===== src/rtl/load_store_unit.sv =====
// Memory-stage load/store unit: byte-lane alignment, request/grant/response sequencing, load extension.
// Latency: accept -> REQ -> WAIT -> DONE; with immediate grant and next-cycle response the result appears 3 cycles after acceptance.
// Backpressure: lsu_stall is held through REQ and WAIT; fields stay stable while mem_gnt is low; WAIT gives up after TIMEOUT_CYCLES.
//
// Ports:
//   clk, rst_n                     clock and asynchronous active-low reset
//   req_valid, ctrl_mem_write, ctrl_mem2reg, ctrl_word_size, addr, store_data
//                                  pipeline request (funct3 size encoding)
//   lsu_stall                      freeze the pipeline while an access is in flight
//   load_data, load_valid          extended load result and its one-cycle valid
//   misaligned, bus_err            rejected access (combinational) / response timeout
//   mem_req, mem_we, mem_be, mem_addr, mem_wdata, mem_gnt, mem_rvalid, mem_rdata
//                                  data-memory port
module load_store_unit #(
  parameter int TIMEOUT_CYCLES = 16
) (
  input  logic        clk,
  input  logic        rst_n,
  input  logic        req_valid,
  input  logic        ctrl_mem_write,
  input  logic        ctrl_mem2reg,
  input  logic [2:0]  ctrl_word_size,
  input  logic [31:0] addr,
  input  logic [31:0] store_data,
  output logic        lsu_stall,
  output logic [31:0] load_data,
  output logic        load_valid,
  output logic        misaligned,
  output logic        bus_err,
  output logic        mem_req,
  output logic        mem_we,
  output logic [3:0]  mem_be,
  output logic [31:0] mem_addr,
  output logic [31:0] mem_wdata,
  input  logic        mem_gnt,
  input  logic        mem_rvalid,
  input  logic [31:0] mem_rdata
);

  localparam int CW = $clog2(TIMEOUT_CYCLES + 1);

  typedef enum logic [1:0] {IDLE, REQ, WAIT, DONE} state_t;

  state_t        state_q, state_d;
  logic [CW-1:0] cnt_q, cnt_d;
  logic          err_q, err_d;
  logic [31:0]   ld_q, ld_d;
  logic [31:0]   addr_q;
  logic [2:0]    size_q;
  logic          we_q;
  logic          m2r_q;
  logic [31:0]   wdata_q;
  logic [3:0]    be_q;

  logic          bad_op, bad_align, accept;
  logic [31:0]   wdata_al;
  logic [3:0]    be_al;
  logic [31:0]   lane, ext;

  // Request legality: unsupported funct3 for the direction, or a halfword/word
  // not on its natural boundary.
  always_comb begin
    bad_op = 1'b0;
    if (ctrl_mem_write)
      bad_op = !(ctrl_word_size inside {3'b000, 3'b001, 3'b010});
    else
      bad_op = !(ctrl_word_size inside {3'b000, 3'b001, 3'b010, 3'b100, 3'b101});
    bad_align = ((ctrl_word_size[1:0] == 2'b01) && addr[0]) ||
                ((ctrl_word_size == 3'b010) && (addr[1:0] != 2'b00));
  end

  assign misaligned = (state_q == IDLE) && req_valid && (bad_op || bad_align);
  assign accept     = (state_q == IDLE) && req_valid && !(bad_op || bad_align);

  // Store data is replicated across lanes so the enabled lanes always carry
  // the right bytes; loads read the whole word and pick the lane afterwards.
  always_comb begin
    wdata_al = store_data;
    be_al    = 4'b1111;
    case (ctrl_word_size[1:0])
      2'b00: begin
        wdata_al = {4{store_data[7:0]}};
        be_al    = 4'b0001 << addr[1:0];
      end
      2'b01: begin
        wdata_al = {2{store_data[15:0]}};
        be_al    = addr[1] ? 4'b1100 : 4'b0011;
      end
      default: begin
        wdata_al = store_data;
        be_al    = 4'b1111;
      end
    endcase
    if (!ctrl_mem_write)
      be_al = 4'b1111;
  end

  // Load lane select and extension from the latched offset and size.
  always_comb begin
    lane = mem_rdata >> {addr_q[1:0], 3'b000};
    case (size_q)
      3'b000:  ext = {{24{lane[7]}}, lane[7:0]};
      3'b001:  ext = {{16{lane[15]}}, lane[15:0]};
      3'b100:  ext = {24'd0, lane[7:0]};
      3'b101:  ext = {16'd0, lane[15:0]};
      default: ext = lane;
    endcase
  end

  always_comb begin
    state_d = state_q;
    cnt_d   = cnt_q;
    err_d   = err_q;
    ld_d    = ld_q;
    case (state_q)
      IDLE: if (accept) begin
        state_d = REQ;
        err_d   = 1'b0;
        cnt_d   = '0;
      end
      REQ: if (mem_gnt) begin
        state_d = WAIT;
        cnt_d   = '0;
      end
      WAIT: begin
        // A response arriving on the last allowed cycle still wins over the timeout.
        if (mem_rvalid) begin
          state_d = DONE;
          if (!we_q)
            ld_d = ext;
        end else if (cnt_q == CW'(TIMEOUT_CYCLES - 1)) begin
          state_d = DONE;
          err_d   = 1'b1;
          ld_d    = '0;
        end else begin
          cnt_d = cnt_q + 1'b1;
        end
      end
      DONE: state_d = IDLE;
      default: state_d = IDLE;
    endcase
  end

  always_ff @(posedge clk or negedge rst_n) begin
    if (!rst_n) begin
      state_q <= IDLE;
      cnt_q   <= '0;
      err_q   <= 1'b0;
      ld_q    <= '0;
      addr_q  <= '0;
      size_q  <= '0;
      we_q    <= 1'b0;
      m2r_q   <= 1'b0;
      wdata_q <= '0;
      be_q    <= '0;
    end else begin
      state_q <= state_d;
      cnt_q   <= cnt_d;
      err_q   <= err_d;
      ld_q    <= ld_d;
      if (accept) begin
        addr_q  <= addr;
        size_q  <= ctrl_word_size;
        we_q    <= ctrl_mem_write;
        m2r_q   <= ctrl_mem2reg;
        wdata_q <= wdata_al;
        be_q    <= be_al;
      end
    end
  end

  assign mem_req    = (state_q == REQ);
  assign mem_we     = we_q;
  assign mem_be     = be_q;
  assign mem_addr   = {addr_q[31:2], 2'b00};
  assign mem_wdata  = wdata_q;
  assign lsu_stall  = accept || (state_q == REQ) || (state_q == WAIT);
  assign load_valid = (state_q == DONE) && !we_q && m2r_q && !err_q;
  assign bus_err    = (state_q == DONE) && err_q;
  assign load_data  = ld_q;

endmodule


===== config.mk =====
export PLATFORM = sky130hd
export DESIGN_NAME = load_store_unit
export DESIGN_NICKNAME = d
export VERILOG_FILES = /design/src/rtl/load_store_unit.sv
export SDC_FILE = /design/constraint.sdc
export NUM_CORES = 1
export LEC_CHECK = 0
export ABC_AREA = 1
export CAP_MARGIN = 20
export CORE_ASPECT_RATIO = 2
export CORE_MARGIN = 2
export CORE_UTILIZATION = 45
export DETAILED_ROUTE_END_ITERATION = 6
export PLACE_DENSITY_LB_ADDON = 0.3
export SYNTH_ARGS = -nofsm -noshare
export SYNTH_HDL_FRONTEND = slang
export SYNTH_SLANG_ARGS = --single-unit

===== constraint.sdc =====
create_clock -name clk -period 2.7 [get_ports clk]
set_input_delay 0.405 -clock clk [delete_from_list [all_inputs] [get_ports clk]]
set_output_delay 0.405 -clock clk [all_outputs]
set_load 0.005 [all_outputs]

==> out/results.txt <==
Initial Utilization - 45.9%
Hold Path Class - in2async
Pleak - 0.00403 uW
Final instance area - 8290 um^2
I/O Buffers - 209
Maximum VDD drop - 0.567 mV
Synth Instances - 750
Synthesis-stage register bit count - 113
Antenna-violating nets left - 0
Setup crit end kind - output pin
Post-synthesis sequential area ratio - 49.3%
Max-cap violation count - 0
Layout cells sized above 1 - 6.33%
Post-CTS sizing - 0
Largest net degree at the start of global routing - 80
CTS tree - yes
CP Max Fanout - 8
Most common cell after layout, fill and taps aside - nand2_1
Core area - 12500 um^2
RR Startpoint - size_q[1]$_DFFE_PN0P_
Row count - 58
Unrepaired setup endpoints after global routing - no
Routed WL per cell - 15.3 um
Most frequent cells in the layout - 331 x nand2_1, 208 x clkdlybuf4s50_1, 113 x dfrtp_1
Post-Route WL - 16600 um
Die ar. - 13700 um^2
Cell Pwr Density - 1070 nW/um^2
Top_reg_cell synth - dfrtp_1
Die height - 164 um
Vias per inst - 5.10
Status - complete, no violations
Clk slew on worst S/H paths - 0.06 ns
Worst r2r path cells - 7
Async S/R FF share, synth - 100%
R2r endpoint - load_data[23]$_DFFE_PN0P_
Hold slack - 0.439 ns
Synth warnings - 0
Synthesized area per cell - 7.65 um^2
Filler Cells Inserted - 1060
Max Buffers Root-to-Sink - 2
Drt first pass iters - 5
Post-synth EDFFs - 0
Fin. Hold Viols - 0
Synth Cell Area - 5730 um^2
Placed Area - 7680 um^2
Slew Limit Fails - 0
Nets - 1032
DP Cell Count - 1049
Gr ovfl total - 0
IO Count - 212
Initial antenna violation count - 0
Clk_skew - 0.00971 ns
CTS root buf - clkbuf_16
Setup tns final - 0 ns
First-pass GRT wire length - 27100 um
Vias in the first global route - 5605
Synth unique cells - 28
Fin util - 66.4%
CP startpoint - state_q[0]$_DFFE_PN0P_
Layout area overhead - 44.6%
Slew headroom - 48.9%
Hpwl dp - 12100 um
Non-Filler Instances - 1082
Worst slew pin tran - 0.766 ns
CTS sink cnt - 113
CTS H-Tree Depth - 4
Reg area - 2830 um^2
Fmax - 0.410 GHz
Drt initial violations - 192
R2r setup slk - 0.65 ns
Final worst-path cycle share - 90.4%
Total Routing Usage GR - 25.0%
Critical Path Start Type - flip-flop
Arr. time, crit path - 2.04 ns
Final Setup Violations - 0
Multi-input logic area - 2350 um^2
Via Count - 5513
Die span in x - 83.8 um
Worst skew pair latency - 0.41 ns
DR DRC count - 0
GP Congestion - 0.922
Antenna cells - 0
Num CTS Buffers - 17
Fin crit period - 2.44 ns
Crit path kind - reg2out
Critical Path RT - 2.30 ns
stage by stage:
stage          setup WS (ns)  power [uW]
6_report               0.258        8850
5_1_grt                0.109        9500
4_1_cts                0.243        8930
3_5_place_dp           0.338        6610
3_3_place_gp           0.380        6530
2_1_floorplan          0.953        4860
how the worst max path moves through the flow:
stage | cells past startpoint | end
floorplan | 8 | lsu_stall
global placement | 7 | mem_be[1]$_DFFE_PN0P_
detailed placement | 9 | mem_wdata[16]$_DFFE_PN0P_
CTS | 5 | lsu_stall
global route | 5 | lsu_stall
finish | 5 | lsu_stall
sequential cells by signal, summed over array words and instances, names as in the netlist:
| name | cells |
|---|---|
| addr_q | 32 |
| load_data | 32 |
| mem_wdata | 32 |
| cnt_q | 5 |
| mem_be | 4 |
| size_q | 3 |
| state_q | 2 |
| err_q | 1 |
| m2r_q | 1 |
| mem_we | 1 |
what timing repair did:
item                                   in CTS  in global routing
hold buffers                                1                  0
endpoints found under the hold margin      22                  0
buffers inserted                            0                  0
power breakdown:
| group | leakage, uW | internal [uW] | switching [uW] |
|---|---|---|---|
| clock network | 0.000285 | 1390 | 876 |
| registers | 0.00142 | 2420 | 487 |
| logic | 0.00233 | 1940 | 1740 |
cell usage after synthesis, types with 3 or more instances:
cell type,number,area (um^2)
nand3_2,3,30.0
clkbuf_1,21,78.8
a22oi_1,4,30.0
buf_4,37,278
a21oi_1,59,295
nand2_1,331,1240
dfrtp_1,113,2830
nor2_1,23,86.3
nand3_1,27,135
ha_1,7,87.6
inv_1,29,109
o21ai_1,41,205
o21ai_0,13,65.1
o31ai_1,7,52.6
inv_2,4,15.0
or2_2,3,18.8
buf_2,13,65.1
cell families after synthesis:
family / count (synthesis) / synth area share (%)
simple gates: 396 / 27.4
compound gates: 126 / 11.6
flops: 113 / 49.3
buf+inv: 106 / 9.91
fa+ha+maj: 7 / 1.53
xor+xnor: 1 / 0.153
other cells: 1 / 0.0654
cell type report:
type / count / area share, %
multi-input cells: 532 / 28.3
flip-flops and latches: 113 / 34.1
clock buffers: 17 / 5.13
inverters: 33 / 1.49
repair buffers: 222 / 26.6
clock inverters: 15 / 2.11
well taps: 150 / 2.26
worst max-delay path, cell delays in order, from the launching register on:
cell and delay (ns):
dfrtp_1 0.43, inv_1 0.11, ha_1 0.32, inv_1 0.16
nand3_1 0.11, clkdlybuf4s50_1 0.50
routing by layer:
metal  part of all wire (%)  routed length [um]  track usage (%)  vias up
li1                       -                   -                -     2693
met1                     36                6060             27.9     2525
met2                     50                8360             41.6      239
met3                    7.5                1250             6.92       56
met4                    5.6                 929             15.8        0
met5                      0                   0                0        -
No activity file was read; power rests on OpenSTA's default activity.
